[config.mk]
export PLATFORM = sky130hd
export DESIGN_NAME = alu_md_controller
export DESIGN_NICKNAME = d
export VERILOG_FILES = /design/src/rtl/alu_md_controller.sv
export SDC_FILE = /design/constraint.sdc
export NUM_CORES = 1
export LEC_CHECK = 0
export BUFFER_PORTS_ARGS = -buffer_cell sky130_fd_sc_hd__buf_2
export CAP_MARGIN = 30
export CORE_MARGIN = 2
export CORE_UTILIZATION = 45
export DETAILED_ROUTE_END_ITERATION = 10
export GPL_TIMING_DRIVEN = 1
export HOLD_SLACK_MARGIN = 0.03
export PLACE_DENSITY = 0.64
export SETUP_SLACK_MARGIN = 0.2
export SLEW_MARGIN = 25
export SYNTH_ARGS = -nofsm -noshare
export SYNTH_HDL_FRONTEND = slang
export SYNTH_SLANG_ARGS = --single-unit
export TNS_END_PERCENT = 20
[constraint.sdc]
create_clock -name clk -period 17.6 [get_ports clk]
set_clock_uncertainty 0.1 [all_clocks]
set_input_delay 1.76 -clock clk [delete_from_list [all_inputs] [get_ports clk]]
set_output_delay 1.76 -clock clk [all_outputs]
set_load 0.03 [all_outputs]
[src/rtl/alu_md_controller.sv]
// alu_md_controller: ALU op decode plus iterative RV32M multiply/divide sequencer
module alu_md_controller #(
  parameter int XLEN = 32
) (
  input  logic            clk,
  input  logic            rst,
  input  logic [1:0]      ALU_Op,
  input  logic [2:0]      funct3,
  input  logic [6:0]      funct7,
  input  logic            valid_in,
  input  logic [XLEN-1:0] a,
  input  logic [XLEN-1:0] b,
  output logic [3:0]      op,
  output logic            md_sel,
  output logic            stall,
  output logic            md_done,
  output logic [XLEN-1:0] md_result
);
  localparam int CW = $clog2(XLEN);
  typedef enum logic [1:0] {IDLE, CALC, DONE} state_t;
  state_t state, nxt;
  logic [CW-1:0] cnt;
  logic [XLEN-1:0] hi, lo, m, ma, mb, spec_res, r_nxt, q_nxt, quo, rem, fin;
  logic [XLEN:0] sum, t;
  logic [2*XLEN-1:0] p_nxt, prod;
  logic [3:0] alu_op;
  logic [2:0] f3;
  logic sa, sb, req, sa_in, sb_in, dz, ovf, special;
  always_comb begin
    md_sel = ALU_Op == 2'b10 && funct7 == 7'b0000001;
    case (funct3)
      3'd0: alu_op = (ALU_Op == 2'b10 && funct7[5]) ? 4'd1 : 4'd0;
      3'd1: alu_op = 4'd2;
      3'd2: alu_op = 4'd3;
      3'd3: alu_op = 4'd4;
      3'd4: alu_op = 4'd5;
      3'd5: alu_op = funct7[5] ? 4'd7 : 4'd6;
      3'd6: alu_op = 4'd8;
      default: alu_op = 4'd9;
    endcase
    op = md_sel ? 4'd15 : ALU_Op[1] ? alu_op : {3'b000, ALU_Op[0]};
  end
  always_comb begin
    req = valid_in && md_sel;
    sa_in = a[XLEN-1] && (funct3[2] ? !funct3[0] : funct3 != 3'd3);
    sb_in = b[XLEN-1] && (funct3[2] ? !funct3[0] : !funct3[1]);
    dz = b == '0;
    ovf = !funct3[0] && a == {1'b1, {(XLEN-1){1'b0}}} && &b;
    special = funct3[2] && (dz || ovf);
    spec_res = dz ? (funct3[1] ? a : '1) : (funct3[1] ? '0 : a);
    ma = sa_in ? -a : a;
    mb = sb_in ? -b : b;
    sum = {1'b0, hi} + (lo[0] ? {1'b0, m} : '0);
    p_nxt = {sum, lo[XLEN-1:1]};
    t = {hi, lo[XLEN-1]} - {1'b0, m};
    r_nxt = t[XLEN] ? {hi[XLEN-2:0], lo[XLEN-1]} : t[XLEN-1:0];
    q_nxt = {lo[XLEN-2:0], !t[XLEN]};
    prod = (sa ^ sb) ? -p_nxt : p_nxt;
    quo = (sa ^ sb) ? -q_nxt : q_nxt;
    rem = sa ? -r_nxt : r_nxt;
    fin = f3[2] ? (f3[1] ? rem : quo) : (f3 == 3'd0 ? prod[XLEN-1:0] : prod[2*XLEN-1:XLEN]);
    nxt = state == IDLE ? (req ? (special ? DONE : CALC) : IDLE) :
          state == CALC ? (!valid_in ? IDLE : cnt == '0 ? DONE : CALC) : IDLE;
    stall = req && state != DONE;
    md_done = state == DONE;
  end
  always_ff @(posedge clk) state <= rst ? IDLE : nxt;
  always_ff @(posedge clk) begin
    if (rst) begin
      cnt <= '0;
      md_result <= '0;
      hi <= '0;
      lo <= '0;
      m <= '0;
      sa <= 1'b0;
      sb <= 1'b0;
      f3 <= '0;
    end else if (state == IDLE && req) begin
      hi <= '0;
      lo <= funct3[2] ? ma : mb;
      m <= funct3[2] ? mb : ma;
      sa <= sa_in;
      sb <= sb_in;
      f3 <= funct3;
      cnt <= CW'(XLEN-1);
      if (special) md_result <= spec_res;
    end else if (state == CALC) begin
      hi <= f3[2] ? r_nxt : p_nxt[2*XLEN-1:XLEN];
      lo <= f3[2] ? q_nxt : p_nxt[XLEN-1:0];
      cnt <= cnt - CW'(1);
      if (valid_in && cnt == '0) md_result <= fin;
    end
  end
endmodule

# Yosys cells after proc, flatten, opt, wreduce, memory -nomap -nowiden

Index checks and enable logic that the tools add are counted.

Divide/modulo/power cells: 0
Shift operators: 0
Bitwise gates (word level): 1
$lt $le $gt $ge: 0
Add/subtract/negate cells: 8
Muxes and demuxes: 38
$mul: 0
Equal/unequal tests: 14
Reduce and logical (&&, ||, !) cells: 25

Operator list:

| kind                                                 | count |
|---|---|
| 2-to-1 mux 32 bit                                    | 22 |
| negation 32 bit                                      | 4 |
| 2-to-1 mux 64 bit                                    | 1 |
| negation 64 bit                                      | 1 |
| adder 32 x 32 -> 33 bit                              | 1 |
| subtractor 33 x 32 -> 33 bit                         | 1 |
| equality test 32 bit (second input constant)         | 1 |
| zero test 32 bit                                     | 1 |
| AND reduction 32 bit                                 | 1 |
| case mux 4 bit (7 select lines)                      | 1 |
| 2-to-1 mux 2 bit                                     | 6 |
| logical AND 1 bit                                    | 11 |
| 2-to-1 mux 5 bit                                     | 2 |
| equality test 3 bit (second input constant)          | 3 |
| 2-to-1 mux 4 bit                                     | 2 |
| equality test 7 x 1 -> 1 bit (second input constant) | 1 |
| equality test 3 x 2 -> 1 bit (second input constant) | 2 |
| zero test 3 bit                                      | 2 |
| zero test 5 bit                                      | 1 |
| subtractor 5 x 1 -> 5 bit (second input constant)    | 1 |
| equality test 2 bit (second input constant)          | 2 |
| 2-to-1 mux 1 bit                                     | 4 |
| inequality test 2 bit (second input constant)        | 2 |
| nonzero test 2 bit                                   | 2 |
| 9 further kinds                                      | 11 |

Memories: 0
Flip-flop bits (word level): 140
Input bits: 79
Latch bits: 0
Bits in writable memories: 0
ROM bits: 0

# Logic depth before layout (Yosys ltp)

Depth after elaboration: 9
Gate-level depth with buffers: 26

# Worst setup path after synthesis

OpenSTA, ideal clock, no wires.

Kind: in2out
Start: in funct7[3]
End: out stall
Stages on the path: 4
Required time: 15.740 ns
Setup slack: 11.463 ns
Arrival time: 4.277 ns
Path buffers: 0
Cell sequence: nor4_1 nand3b_1 nor4b_1 and3b_1

Word-level cells in the longest chain between the ends: 4

Ends and longest elaborated chain:

| element                      | RTL line | text |
|---|---|---|
| start: declaration           | 9        | `input logic [6:0] funct7,` |
| equality test 7 x 1 -> 1 bit | 30       | `md_sel = ALU_Op == 2'b10 && funct7 == 7'b0000001;` |
| logical AND 1 bit            | 30       |  |
| named net md_sel             | 14       | `output logic md_sel,` |
| logical AND 1 bit            | 44       | `req = valid_in && md_sel;` |
| logical AND 1 bit            | 64       | `stall = req && state != DONE;` |
| end: declaration             | 15       | `output logic stall,` |

The timed path passes the listed nets, and every way through them passes these cells.

# Final worst setup path

Start: reg lo[31]
End: reg md_result[30]

Word-level cells in the longest chain between the ends: 9
Elaborated cells on any way between the ends: 15
Classes of those cells: add/sub: 4; mux: 10; reduce/logical: 1

Ends and longest elaborated chain:

| element                                              | RTL line | text |
|---|---|---|
| start: declaration                                   | 23       | `logic [XLEN-1:0] hi, lo, m, ma, mb, spec_res, r_nxt, q_nxt, quo, rem, fin;` |
| start signal: assignment                             | 80       | `lo <= funct3[2] ? ma : mb;` |
| start signal: assignment                             | 89       | `lo <= f3[2] ? q_nxt : p_nxt[XLEN-1:0];` |
| subtractor 33 x 32 -> 33 bit                         | 55       | `t = {hi, lo[XLEN-1]} - {1'b0, m};` |
| 2-to-1 mux 32 bit or zero test 1 bit (tied branches) | 56, 57   |  |
| negation 32 bit, on equally long branches            | 60, 59   |  |
| 2-to-1 mux 32 bit, on equally long branches          | 60, 59   |  |
| 2-to-1 mux 32 bit                                    | 61       | `fin = f3[2] ? (f3[1] ? rem : quo) : (f3 == 3'd0 ? prod[XLEN-1:0] : prod[2*XLEN-1:XLEN]);` |
| 2-to-1 mux 32 bit *                                  | 61       |  |
| 2-to-1 mux 32 bit *                                  | 91       | `if (valid_in && cnt == '0) md_result <= fin;` |
| 2-to-1 mux 32 bit *                                  | 87       | `end else if (state == CALC) begin` |
| 2-to-1 mux 32 bit *                                  | 78       | `end else if (state == IDLE && req) begin` |
| end signal: assignment                               | 86       | `if (special) md_result <= spec_res;` |
| end signal: assignment                               | 91       |  |
| end: declaration                                     | 17       | `output logic [XLEN-1:0] md_result` |

Mark *: on every way between the ends. The rest lies on a longest branch, timed or not. The select of a mux whose other input is x is not followed.
A chain may end at the register's enable or synchronous reset.

==> flow_summary.yaml <==
synthesis:
  synth_common_cells: "301 x nand2_1, 293 x nor2_1, 252 x a21oi_1"
  syn_avg_cell_area_um2: 6.87
  synth.area.top_cells: "dfxtp_1 17%, a21oi_1 7.5%, nand2_1 6.7%, xnor2_1 6.6%, nor2_1 6.5%"
  yosys_warnings: 0
  synth_most_common_cell: "nand2_1"
  synth_area_leader_cell: "dfxtp_1"
  seq_area_frac_synth: 0.167
  syn_nets: 2602
  synth-async-reset-ratio: 0
  netlist_area_mm2: 0.0168
  ys.flop_type: "dfxtp_1"
  ys_ff_latch: 140
  synth_top_area_share: 0.167
  synth_cell_types: 102
  synth_edf_count: 0
  syn_inst: 2449
route:
  remaining_drc_errors: 0
  wl_per_cell_um: 22.9
  vias_per_cell: 6.40
  dr.pass1.iters: 6
  drt-initial-drc-count: 2254
  drt-total-wl_um: 66700
  ant_nets: 0
  vias: 18600
floorplanning:
  die_area_mm2: 0.0389
  io_pins: 118
  initial_utilization: 0.458
  fp.dieH_um: 197
  coreArea_mm2: 0.0367
  die_w_um: 197
  rows: 70
cts:
  cts-root-buf: "clkbuf_16"
  cts_inserted_buffers: 17
  cts.sinks: 140
  hold_buffers: 0
  clockBufferDepth: 2
  path_clk_slew_ps: 80
  htreeDepth: 4
  cts_resized: 0
  cts_tree: "yes"
  clock_latency_ps: 450
  cts_setup_buffers: 0
sta:
  final-hold-violation-count: 0
  finalSetupViolations: 0
  slew_headroom: 0.411
  rsz0062_at_grt: "false"
  layout_min_cycle_time_ps: 7100
  finalSetupTns_ps: 0
  worst_slew_pin_slew_ps: 883
  slew_viol_final: 0
  finalCritPeriodShare: 0.403
  max_freq_mhz: 141
critical_path:
  reg2reg_slack_ps: 10500
  crit_buf_inv: 2
  max_stage_delay_ps: 540
  crit_fanout: 39
  worstPathArrival_ps: 7370
  path_class: "reg -> reg"
  worstPathRequired_ps: 17870
  path_delay_family: "compound AO/OA/AOI/OAI gates"
  end_kind: "flip-flop"
  critPathLaunchType: "flip-flop"
  cpMaxStageDelayCell: "inv_2"
  crit_chain: "inv_1 > ha_1 > fa_1 > nor2b_1 > o2111ai_1 > a211oi_1 > nor2_1 > a21oi_2 > o21a_1 > nor2_4 > inv_2 > nor2_1 > a21oi_1 > ha_1 > nor3b_1 > nand2_1 > or2_2 > o32ai_1 > o2111ai_1 > o41ai_2 > xor2_1 > a21o_1 > a311oi_1"
grt:
  grt_pass1_wl_um: 101000
  grt_overflow: 0
  grt_util_all_layers: 0.339
  grt_max_degree: 92
  antenna_found_initial: 2
  grt_pass1_vias: 17100
placed_design:
  port_buffers: 117
  detailed_place_hpwl_um: 51300
  place_congestion: 1.01
cells_and_area:
  drive_above_1_share: 0.0994
  seqCellArea_mm2: 0.00281
  multi_input_comb_area_mm2: 0.0131
  nets: 2584
  fillCellCount: 3743
  syn_to_final_growth_pct: 8.21
pwr:
  p_leak_nw: 7.19
  power.density_mw_per_mm2: 45.7
  ir_worst_vdd_mv: 0.0566
  p_total_mw: 0.832
job:
  maxCapViolations: 0
run_status:
  status: "finished, final reports clean"
hold_path:
  hold_path.class: "reg -> reg"
[cell families (layout without fill, tap and decap cells)]
group,count (synthesis),in the layout,synth area share
mux,68,68,0.0423
flops,140,140,0.167
xor+xnor,227,227,0.118
other cells,0,1,0
buf+inv,253,248,0.0591
simple gates,902,902,0.249
fa+ha+maj,96,96,0.0690
compound gates,763,763,0.296
[metrics by stage]
stage | hold WS, ps | utilization | setup slack [ps] | cell area [µm²] | std cells
6_report | 351 | 0.496 | 10500 | 18200 | 2913
5_1_grt | 366 | 0.496 | 10110 | 18200 | 2912
4_1_cts | 351 | 0.495 | 10680 | 18200 | 2910
3_5_place_dp | 341 | 0.478 | 10750 | 17600 | 2878
3_3_place_gp | 338 | 0.478 | 10960 | 17500 | 2876
2_1_floorplan | 332 | - | 11460 | 16800 | 2449
[cell type report]
cell class | instances | area share
Antenna cell | 1 | 0.000138
Clock buffer | 18 | 0.0236
Inverter | 67 | 0.0138
Timing Repair Buffer | 149 | 0.0470
Sequential cell | 140 | 0.154
Tap cell | 468 | 0.0322
Multi-Input combinational cell | 2056 | 0.719
Clock inverter | 14 | 0.0101
[worst reg2reg max path, cell delays in order, from the launching register on]
cell	delay, ps
dfxtp_1	450
inv_1	170
ha_1	260
fa_1	420
nor2b_1	240
o2111ai_1	210
a211oi_1	410
nor2_1	160
a21oi_2	250
o21a_1	510
nor2_4	80
inv_2	540
nor2_1	90
a21oi_1	280
ha_1	240
nor3b_1	450
nand2_1	120
or2_2	320
o32ai_1	520
o2111ai_1	310
o41ai_2	410
xor2_1	120
a21o_1	190
a311oi_1	190
[registers in the layout, indices dropped and copies added (netlist names)]
name / flops
md_result: 32
f3: 3
sb: 1
hi: 32
sa: 1
lo: 32
m: 32
state: 2
cnt: 5
[final timing paths]
check             cells past startpoint       endpoint          from
setup / recovery                     23  md_result[30]        lo[31]
hold / removal                        2   md_result[7]  md_result[7]
setup reg to reg                     23  md_result[30]        lo[31]
hold reg to reg                       2   md_result[7]  md_result[7]
[cell usage in the layout (no fill, tap or decap), drive strengths merged, types with 8 or more instances in the layout]
master / n
a211oi: 68
a21o: 34
a21oi: 258
a221oi: 13
a311oi: 10
a31oi: 23
and2: 18
and3: 16
buf: 148
clkbuf: 19
dfxtp: 140
ha: 72
inv: 72
maj3: 22
mux2i: 61
nand2: 302
nand2b: 18
nand3: 45
nand4: 24
nor2: 294
nor2b: 13
nor3: 59
nor4: 35
o2111ai: 8
o211ai: 99
o21a: 8
o21ai: 128
o31a: 11
o31ai: 25
o41ai: 11
or2: 12
or3: 29
or4: 12
xnor2: 127
xor2: 100
[power breakdown]
part           internal, mW  switching, mW  total (mW)
Combinational        0.0403         0.0802       0.120
Sequential            0.317       0.000390       0.317
Clock                 0.226          0.168       0.395
Total                 0.583          0.249       0.832
[routing by layer]
metal / wire, µm / global-route usage / up-vias
li1: - / - / 8803
met1: 28300 / 0.461 / 8699
met5: 12 / 0 / -
met4: 3280 / 0.161 / 2
met3: 6370 / 0.0613 / 153
met2: 28700 / 0.519 / 983
Note: power is estimated with default switching activity, not from simulation.
